<file path="src/rtl/serial_add_ctrl_if.sv">
// Request/result bus of the serial adder sequencer.
// The requester is master; the sequencer is slave.
interface serial_add_ctrl_if #(
  parameter int WIDTH = 8
);
  logic             start;
  logic [WIDTH-1:0] op_a;
  logic [WIDTH-1:0] op_b;
  logic             cin_in;
  logic             ready;
  logic             busy;
  logic             done;
  logic [WIDTH-1:0] sum;
  logic             cout;

  modport master (
    output start, op_a, op_b, cin_in,
    input  ready, busy, done, sum, cout
  );

  modport slave (
    input  start, op_a, op_b, cin_in,
    output ready, busy, done, sum, cout
  );
endinterface

</file>
<file path="src/rtl/serial_add_ctrl.sv">
// Multi-cycle WIDTH-bit adder built on an external 2-bit slice.
// Digits go LSB first; the carry is chained through carry_q.
module serial_add_ctrl #(
  parameter int WIDTH = 8
) (
  input  logic       clk,
  input  logic       rst,
  serial_add_ctrl_if.slave bus,
  output logic [1:0] slice_a,
  output logic [1:0] slice_b,
  output logic       slice_cin,
  input  logic [1:0] slice_s,
  input  logic       slice_cout
);
  localparam int DIGITS = WIDTH / 2;
  localparam int CW = (DIGITS > 1) ? $clog2(DIGITS) : 1;
  localparam logic [CW-1:0] LAST = CW'(DIGITS - 1);

  typedef enum logic [1:0] {
    IDLE,
    RUN,
    DONE
  } state_e;

  state_e           state_q;
  logic [WIDTH-1:0] a_q;
  logic [WIDTH-1:0] b_q;
  logic [WIDTH-1:0] sum_q;
  logic             carry_q;
  logic             cout_q;
  logic [CW-1:0]    cnt_q;

  logic             run;
  logic [WIDTH-1:0] sum_d;

  assign run = (state_q == RUN);
  // New digit enters at the top; after DIGITS shifts it sits in place.
  assign sum_d = (sum_q >> 2) | (WIDTH'(slice_s) << (WIDTH - 2));

  always_ff @(posedge clk) begin
    if (rst) begin
      state_q <= IDLE;
      a_q     <= '0;
      b_q     <= '0;
      sum_q   <= '0;
      carry_q <= 1'b0;
      cout_q  <= 1'b0;
      cnt_q   <= '0;
    end else begin
      unique case (state_q)
        IDLE: begin
          if (bus.start) begin
            a_q     <= bus.op_a;
            b_q     <= bus.op_b;
            carry_q <= bus.cin_in;
            cnt_q   <= '0;
            state_q <= RUN;
          end
        end
        RUN: begin
          a_q     <= a_q >> 2;
          b_q     <= b_q >> 2;
          sum_q   <= sum_d;
          carry_q <= slice_cout;
          cnt_q   <= cnt_q + CW'(1);
          if (cnt_q == LAST) begin
            cout_q  <= slice_cout;
            state_q <= DONE;
          end
        end
        DONE: state_q <= IDLE;
        default: state_q <= IDLE;
      endcase
    end
  end

  assign slice_a   = run ? a_q[1:0] : 2'b00;
  assign slice_b   = run ? b_q[1:0] : 2'b00;
  assign slice_cin = run ? carry_q : 1'b0;

  assign bus.ready = (state_q == IDLE);
  assign bus.busy  = run;
  assign bus.done  = (state_q == DONE);
  assign bus.sum   = sum_q;
  assign bus.cout  = cout_q;
endmodule

</file>
<file path="src/flat_wrapper.sv">
// flat-port wrapper written by rule: the top's interface ports become plain ports
module serial_add_ctrl_flat 
#(
  parameter int WIDTH = 8
)
  (clk, rst, slice_a, slice_b, slice_cin, slice_s, slice_cout, bus_start, bus_op_a, bus_op_b, bus_cin_in, bus_ready, bus_busy, bus_done, bus_sum, bus_cout);
  serial_add_ctrl_if #(.WIDTH(WIDTH)) bus_i ();
  input  logic clk;
  input  logic rst;
  output logic [1:0] slice_a;
  output logic [1:0] slice_b;
  output logic slice_cin;
  input  logic [1:0] slice_s;
  input  logic slice_cout;
  input wire logic [$bits(bus_i.start)-1:0] bus_start;
  input wire logic [$bits(bus_i.op_a)-1:0] bus_op_a;
  input wire logic [$bits(bus_i.op_b)-1:0] bus_op_b;
  input wire logic [$bits(bus_i.cin_in)-1:0] bus_cin_in;
  output wire logic [$bits(bus_i.ready)-1:0] bus_ready;
  output wire logic [$bits(bus_i.busy)-1:0] bus_busy;
  output wire logic [$bits(bus_i.done)-1:0] bus_done;
  output wire logic [$bits(bus_i.sum)-1:0] bus_sum;
  output wire logic [$bits(bus_i.cout)-1:0] bus_cout;
  assign bus_i.start = bus_start;
  assign bus_i.op_a = bus_op_a;
  assign bus_i.op_b = bus_op_b;
  assign bus_i.cin_in = bus_cin_in;
  assign bus_ready = bus_i.ready;
  assign bus_busy = bus_i.busy;
  assign bus_done = bus_i.done;
  assign bus_sum = bus_i.sum;
  assign bus_cout = bus_i.cout;
  serial_add_ctrl #(.WIDTH(WIDTH)) u_core (.clk(clk), .rst(rst), .bus(bus_i), .slice_a(slice_a), .slice_b(slice_b), .slice_cin(slice_cin), .slice_s(slice_s), .slice_cout(slice_cout));
endmodule
</file>
<file path="config.mk">
export PLATFORM = sky130hd
export DESIGN_NAME = serial_add_ctrl_flat
export DESIGN_NICKNAME = d
export VERILOG_FILES = /design/src/rtl/serial_add_ctrl_if.sv /design/src/rtl/serial_add_ctrl.sv /design/src/flat_wrapper.sv
export SDC_FILE = /design/constraint.sdc
export NUM_CORES = 1
export LEC_CHECK = 0
export ABC_CLOCK_PERIOD_IN_PS = 2700
export CORE_ASPECT_RATIO = 1.1
export CORE_MARGIN = 2
export CORE_UTILIZATION = 49
export DETAILED_ROUTE_END_ITERATION = 10
export GPL_TIMING_DRIVEN = 0
export PLACE_DENSITY = 0.91
export REMOVE_ABC_BUFFERS = 1
export SLEW_MARGIN = 10
export SYNTH_ARGS = -nofsm -noshare
export SYNTH_HDL_FRONTEND = slang
export SYNTH_SLANG_ARGS = --single-unit
</file>
<file path="constraint.sdc">
create_clock -name clk -period 2.7 [get_ports clk]
set_input_delay 0.675 -clock clk [delete_from_list [all_inputs] [get_ports clk]]
set_output_delay 0.675 -clock clk [all_outputs]
set_load 0.1 [all_outputs]
</file>
==> results.yml, run 1 <==
setup_path:
  slowest_delay_ns: 0.86
  critical_path.slowest_cell: "dlygate4sd2_1"
  path_delay_family: "buffers and inverters"
  maximum_fanout_encountered_on_the_critical_timing_path: 12
  startpoint_type: "flip-flop"
  worstPathRequired_ns: 2.03
  endpoint_kind: "primary output"
  critical_path_buf_inv_count: 1
  worst-r2r-cell-count: 3
  crit_path_start: "u_core.state_q[1]"
  rr_startpoint: "u_core.state_q[0]"
  reg2reg_setup_slack_ns: 1.27
  timing.setup.critical_path_class: "reg -> out"
  worstPathCellList: "nor2b_1 -> dlygate4sd2_1"
  cp.arrival_ns: 1.90
  critical_path.reg2reg.endpoint: "u_core.a_q[2]"
placement:
  place.gp.congestion: 0.732
  dpl.hpwl_um: 1880
  place.port_buffers: 39
synth:
  post_synth_main_area_contributors: "dfxtp_1, o221a_1, a21oi_2"
  synthCells: 143
  count_of_flip_flops_with_a_built_in_enable_after_synthesis: 0
  yosys.area.top_type: "dfxtp_1"
  ys_async_sr_fraction_pct: 0
  synthMostInstantiatedCell: "dfxtp_1"
  synth.avg_cell_area_um2: 9.43
  synth_cell_type_count: 26
  syn-cell-area_mm2: 0.00135
  synth_top_cells_by_count: "dfxtp_1, nand2_1, a21oi_1, inv_1, a21oi_2"
  synth-seq-cells: 30
  dominantRegCellSynth: "dfxtp_1"
  yosys_warnings: 0
  synth_largest_type_area_fraction_pct: 44.5
  synth.yosys.seq_area_share_pct: 44.5
clock_network:
  clkSlewWorstSetupHoldPaths_ns: 0.09
  cts.sinks: 30
  cts_made_buffers: 5
  cts.path.max_buffers: 2
  cts.root.buffer_cell: "clkbuf_4"
  htreeDepth: 2
  tritoncts: "done"
  clock_insertion_delay_worst_skew_ns: 0.33
route:
  route.final.wire_length_um: 2750
  drt-pass1-iter-count: 4
  num_vias: 1129
  viasPerCell: 5.40
  post_drt_wl_per_cell_um: 13.2
  postRouteAntennaNets: 0
  1st_iter_drt_viols: 16
  drc_errors: 0
floorplanning:
  dieArea_mm2: 0.00319
  placementRows: 19
  height_of_the_die_um: 59.0
  core_area_mm2: 0.00257
  fp.dieW_um: 54.0
  start_util_pct: 52.5
  top_level_ports: 40
sta:
  timing.final.crit_period_ns: 2.58
  hold_viol_final: 0
  report.final.setup_viol: 0
  worst-slew-pin-transition_ns: 0.982
  setup_total_negative_slack_ns: 0
  layout_worst_path_cycle_share_pct: 95.4
  clock.fmax_ghz: 0.388
  relSlewSlack_pct: 34.3
  setup_repair_after_global_routing_missed_its_margin: "no"
  final.setup_skew_ns: 0.00347
  fin_hold_ws_ns: 0.467
  drv_slew: 0
hold_path:
  hold_start: "u_core.bus.sum[1]"
  worst_hold_path.endpoint: "u_core.bus.sum[1]"
  hold_class: "reg -> reg"
  worst_hold_path.num_cells: 2
final_layout:
  layout-drive-gt1-share_pct: 19.1
  layout.nets: 202
  syn2layout_area_growth_pct: 27.5
  number_of_diodes: 0
grt:
  grt_util_all_layers_pct: 19.4
  global_route_wire_length_before_repair_um: 4450
  number_of_antenna_violations_at_the_first_check_in_global_routing: 0
  vias_in_the_first_global_route: 986
  pin_count_of_the_biggest_net_entering_global_routing: 31
  grt_remaining_overflow: 0
power:
  power.leakage_nw: 0.625
  peakVddDrop_uv: 424
  p_per_area_mw_per_mm2: 545
  post-layout-total-power_uw: 936
job:
  max_cap_viol_count: 0
outcome:
  run_status: "finished clean"
==> cells in the final DEF (no fill, tap or decap), types with 2 or more instances in the layout <==
cell / instances
buf_4: 5
clkbuf_4: 6
inv_1: 14
nand2_1: 18
nand3b_1: 5
nor2_1: 3
clkbuf_1: 2
o21ai_0: 5
o221a_1: 12
a21oi_1: 14
a21oi_2: 13
dlygate4sd2_1: 2
clkdlybuf4s50_1: 30
dfxtp_1: 29
and2_1: 5
==> layout make-up <==
class                           instances  area [um^2]
Inverter                               15         61.3
Tap cell                               31         38.8
Timing Repair Buffer                   39          368
Multi-Input combinational cell         87          604
Sequential cell                        30          602
Fill cell                             195          848
Clock buffer                            7         45.0
==> worst max-delay path by stage <==
stage,cells after the start,end
after floorplan,3,slice_a[0]
after global placement,4,slice_b[0]
after detailed placement,4,slice_a[0]
after CTS,3,bus_busy
after global routing,2,bus_done
final,2,bus_done
==> sequential cells by signal, indices dropped and copies added, names as in the netlist <==
| signal | flops |
|---|---|
| u_core.bus.cout | 1 |
| u_core.carry_q | 1 |
| u_core.a_q | 8 |
| u_core.cnt_q | 2 |
| u_core.bus.sum | 8 |
| u_core.state_q | 2 |
| u_core.b_q | 8 |
==> metal layers <==
| layer | up-vias | share of wire, % | routed length, um | track usage [%] |
|---|---|---|---|---|
| met5 | - | 0 | 0 | 0 |
| met4 | 0 | 1.3 | 36 | 6.43 |
| met3 | 3 | 8.4 | 231 | 7.32 |
| met2 | 39 | 49 | 1340 | 33.1 |
| met1 | 526 | 42 | 1150 | 22.1 |
| li1 | 561 | - | - | - |
==> kinds of logic after synthesis <==
group / count (synthesis) / share of synthesized area, %
simple gates: 39 / 15.7
buf+inv: 26 / 10.9
fa+ha+maj: 1 / 0.927
mux: 1 / 0.742
compound gates: 46 / 27.3
flops: 30 / 44.5
==> power breakdown <==
part           internal, mW  leakage, nW  total, mW  switching, mW
Combinational        0.0775        0.353      0.205          0.127
Sequential            0.469        0.247      0.487         0.0178
Clock                0.0979       0.0254      0.245          0.147
==> metrics by stage <==
step	cells	worst slack, ns	area [um^2]	util, %
detailed placement	202	-0.698	1690	65.7
floorplan	132	-0.260	1260	-
global route	209	0.0276	1720	67.0
finish	209	0.125	1720	67.0
global placement	202	-0.652	1690	65.7
CTS	209	0.0767	1720	67.0
==> worst register-to-register path: stages, from the launching register on <==
cell     delay [ns]
dfxtp_2        0.48
nor2_4         0.09
nor2_2         0.50
o221a_1        0.31
==> timing repair <==
item,in CTS,in global routing
gates resized for setup,40,2
setup buffers,0,0
hold buffers,0,0
endpoints found under the setup margin,8,6
Power figures use the tool's default switching activity.
==> run 2: changes to the inputs <==
--- a/config.mk
+++ b/config.mk
@@ -10,7 +10,6 @@
 export CORE_MARGIN = 2
 export CORE_UTILIZATION = 49
 export DETAILED_ROUTE_END_ITERATION = 10
-export GPL_TIMING_DRIVEN = 0
 export PLACE_DENSITY = 0.91
 export REMOVE_ABC_BUFFERS = 1
 export SLEW_MARGIN = 10
==> run 2 against run 1 <==
Against the previous run:
- flip-flop and latch count is the same
- register-to-register slack got worse by 0.38 ns
- wire length grew 6.7%
- largest power group unchanged
- highest routed layer unchanged
==> results.yml, run 2 (same netlist as run 1, synthesis figures left out) <==
outcome:
  run_status: "finished clean"
route:
  route.final.wire_length_um: 2940
  drt-pass1-iter-count: 5
  viasPerCell: 5.42
  post_drt_wl_per_cell_um: 13.9
  postRouteAntennaNets: 0
  drc_errors: 0
  1st_iter_drt_viols: 16
  num_vias: 1149
job:
  max_cap_viol_count: 0
power:
  post-layout-total-power_mw: 1.04
  power.leakage_nw: 0.689
  peakVddDrop_uv: 422
  p_per_area_mw_per_mm2: 574
sta:
  timing.final.crit_period_ns: 2.57
  hold_viol_final: 0
  report.final.setup_viol: 0
  fin_hold_ws_ns: 0.468
  relSlewSlack_pct: 61.7
  worst-slew-pin-transition_ns: 0.574
  setup_repair_after_global_routing_missed_its_margin: "no"
  clock.fmax_ghz: 0.389
  drv_slew: 0
  final.setup_skew_ns: 0.00773
  layout_worst_path_cycle_share_pct: 95.1
grt:
  number_of_antenna_violations_at_the_first_check_in_global_routing: 0
  pin_count_of_the_biggest_net_entering_global_routing: 31
  global_route_wire_length_before_repair_um: 4810
  grt_util_all_layers_pct: 21.1
  vias_in_the_first_global_route: 1138
  grt_remaining_overflow: 0
final_layout:
  number_of_diodes: 0
  num-fill-cells: 195
  layout.cells.non_filler: 212
  layout.nets: 204
  mostFrequentLayoutCell: "dfxtp_1"
  syn2layout_area_growth_pct: 34.7
  commonest_non_fill_non_tap_cells_in_the_layout: "dfxtp_1, clkdlybuf4s50_1, nand2_1"
  layout-drive-gt1-share_pct: 26.0
clock_network:
  tritoncts: "done"
  cts.sinks: 30
  clock_insertion_delay_worst_skew_ns: 0.33
  cts.repair_timing.setup_buffer_count: 0
  holdBufCountCts: 0
  cts.path.max_buffers: 2
  cts_made_buffers: 5
  cts.root.buffer_cell: "clkbuf_4"
  htreeDepth: 2
  clkSlewWorstSetupHoldPaths_ns: 0.10
setup_path:
  timing.setup.critical_path_class: "reg -> out"
  crit_path_start: "u_core.state_q[0]"
  worstPathRequired_ns: 2.03
  worstSetupEndpoint: "slice_cin"
  critical_path.reg2reg.endpoint: "u_core.cnt_q[0]"
  reg2reg_setup_slack_ns: 0.89
  worst-r2r-cell-count: 5
  maximum_fanout_encountered_on_the_critical_timing_path: 13
  endpoint_kind: "primary output"
  startpoint_type: "flip-flop"
  rr_startpoint: "u_core.state_q[0]"
  cp.arrival_ns: 1.89
floorplanning:
  fp.dieW_um: 54.0
  dieArea_mm2: 0.00319
  top_level_ports: 40
  start_util_pct: 52.5
  placementRows: 19
  height_of_the_die_um: 59.0
  core_area_mm2: 0.00257
placement:
  place.gp.congestion: 0.790
  post-place-cells: 204
  dpl.hpwl_um: 2130
  place.port_buffers: 39
hold_path:
  hold_start: "u_core.bus.sum[1]"
  hold_class: "reg -> reg"
  worst_hold_path.num_cells: 2
-- run 2: cell types whose count changed in the layout (fill, tap and decap cells not counted), sizes merged --
cell | previous run | this run
buf | 6 | 19
clkdlybuf4s50 | 30 | 22
dlygate4sd2 | 2 | 0
-- run 2: how the worst min path moves through the flow --
| stage | end | slack (ns) |
|---|---|---|
| final | u_core.bus.sum[1] | 0.47 |
| after CTS | u_core.bus.sum[1] | 0.47 |
| after detailed placement | u_core.bus.sum[1] | 0.46 |
| after floorplan | u_core.a_q[6] | 0.45 |
| after global placement | u_core.bus.sum[1] | 0.45 |
| after global routing | u_core.bus.sum[1] | 0.50 |
-- run 2: critical path, stage by stage, from the launching register on --
cell	delay, ns
dfxtp_1	0.56
nand2b_1	0.33
inv_4	0.26
and2_1	0.21
buf_12	0.19
-- run 2: report_power, final --
group          total [mW]  internal [mW]  switching, mW
sequential          0.487          0.469         0.0180
combinational       0.222         0.0910          0.131
clock               0.334          0.178          0.156
total                1.04          0.738          0.306
-- run 2: final cells by class --
| type | instances | area (um^2) | area share (%) |
|---|---|---|---|
| repair buffers | 41 | 438 | 24.1 |
| multi-input cells | 87 | 602 | 33.1 |
| inverters | 15 | 58.8 | 3.24 |
| well taps | 31 | 38.8 | 2.13 |
| flip-flops and latches | 30 | 601 | 33.1 |
| clock buffers | 8 | 78.8 | 4.34 |
-- run 2: layer usage --
layer / global-route usage [%] / share of wire, %
met5: 0 / 0
met4: 10.4 / 3.1
met3: 6.57 / 7.1
met2: 37.3 / 51
met1: 22.0 / 39
-- run 2: metrics by stage --
step	setup WS (ns)	instance area (um^2)	util, %	setup TNS [ns]
3_5_place_dp	0.448	1740	67.6	0
4_1_cts	0.0574	1810	70.7	0
2_1_floorplan	-0.260	1260	-	-1.30
5_1_grt	0.0112	1820	70.8	0
6_report	0.132	1820	70.8	0
3_3_place_gp	0.538	1740	67.6	0
-- run 2: repair_timing --
action                                 4_1_cts  5_1_grt
gates resized for setup                      0        1
setup endpoints to repair                    0        5
endpoints found under the hold margin        0        0
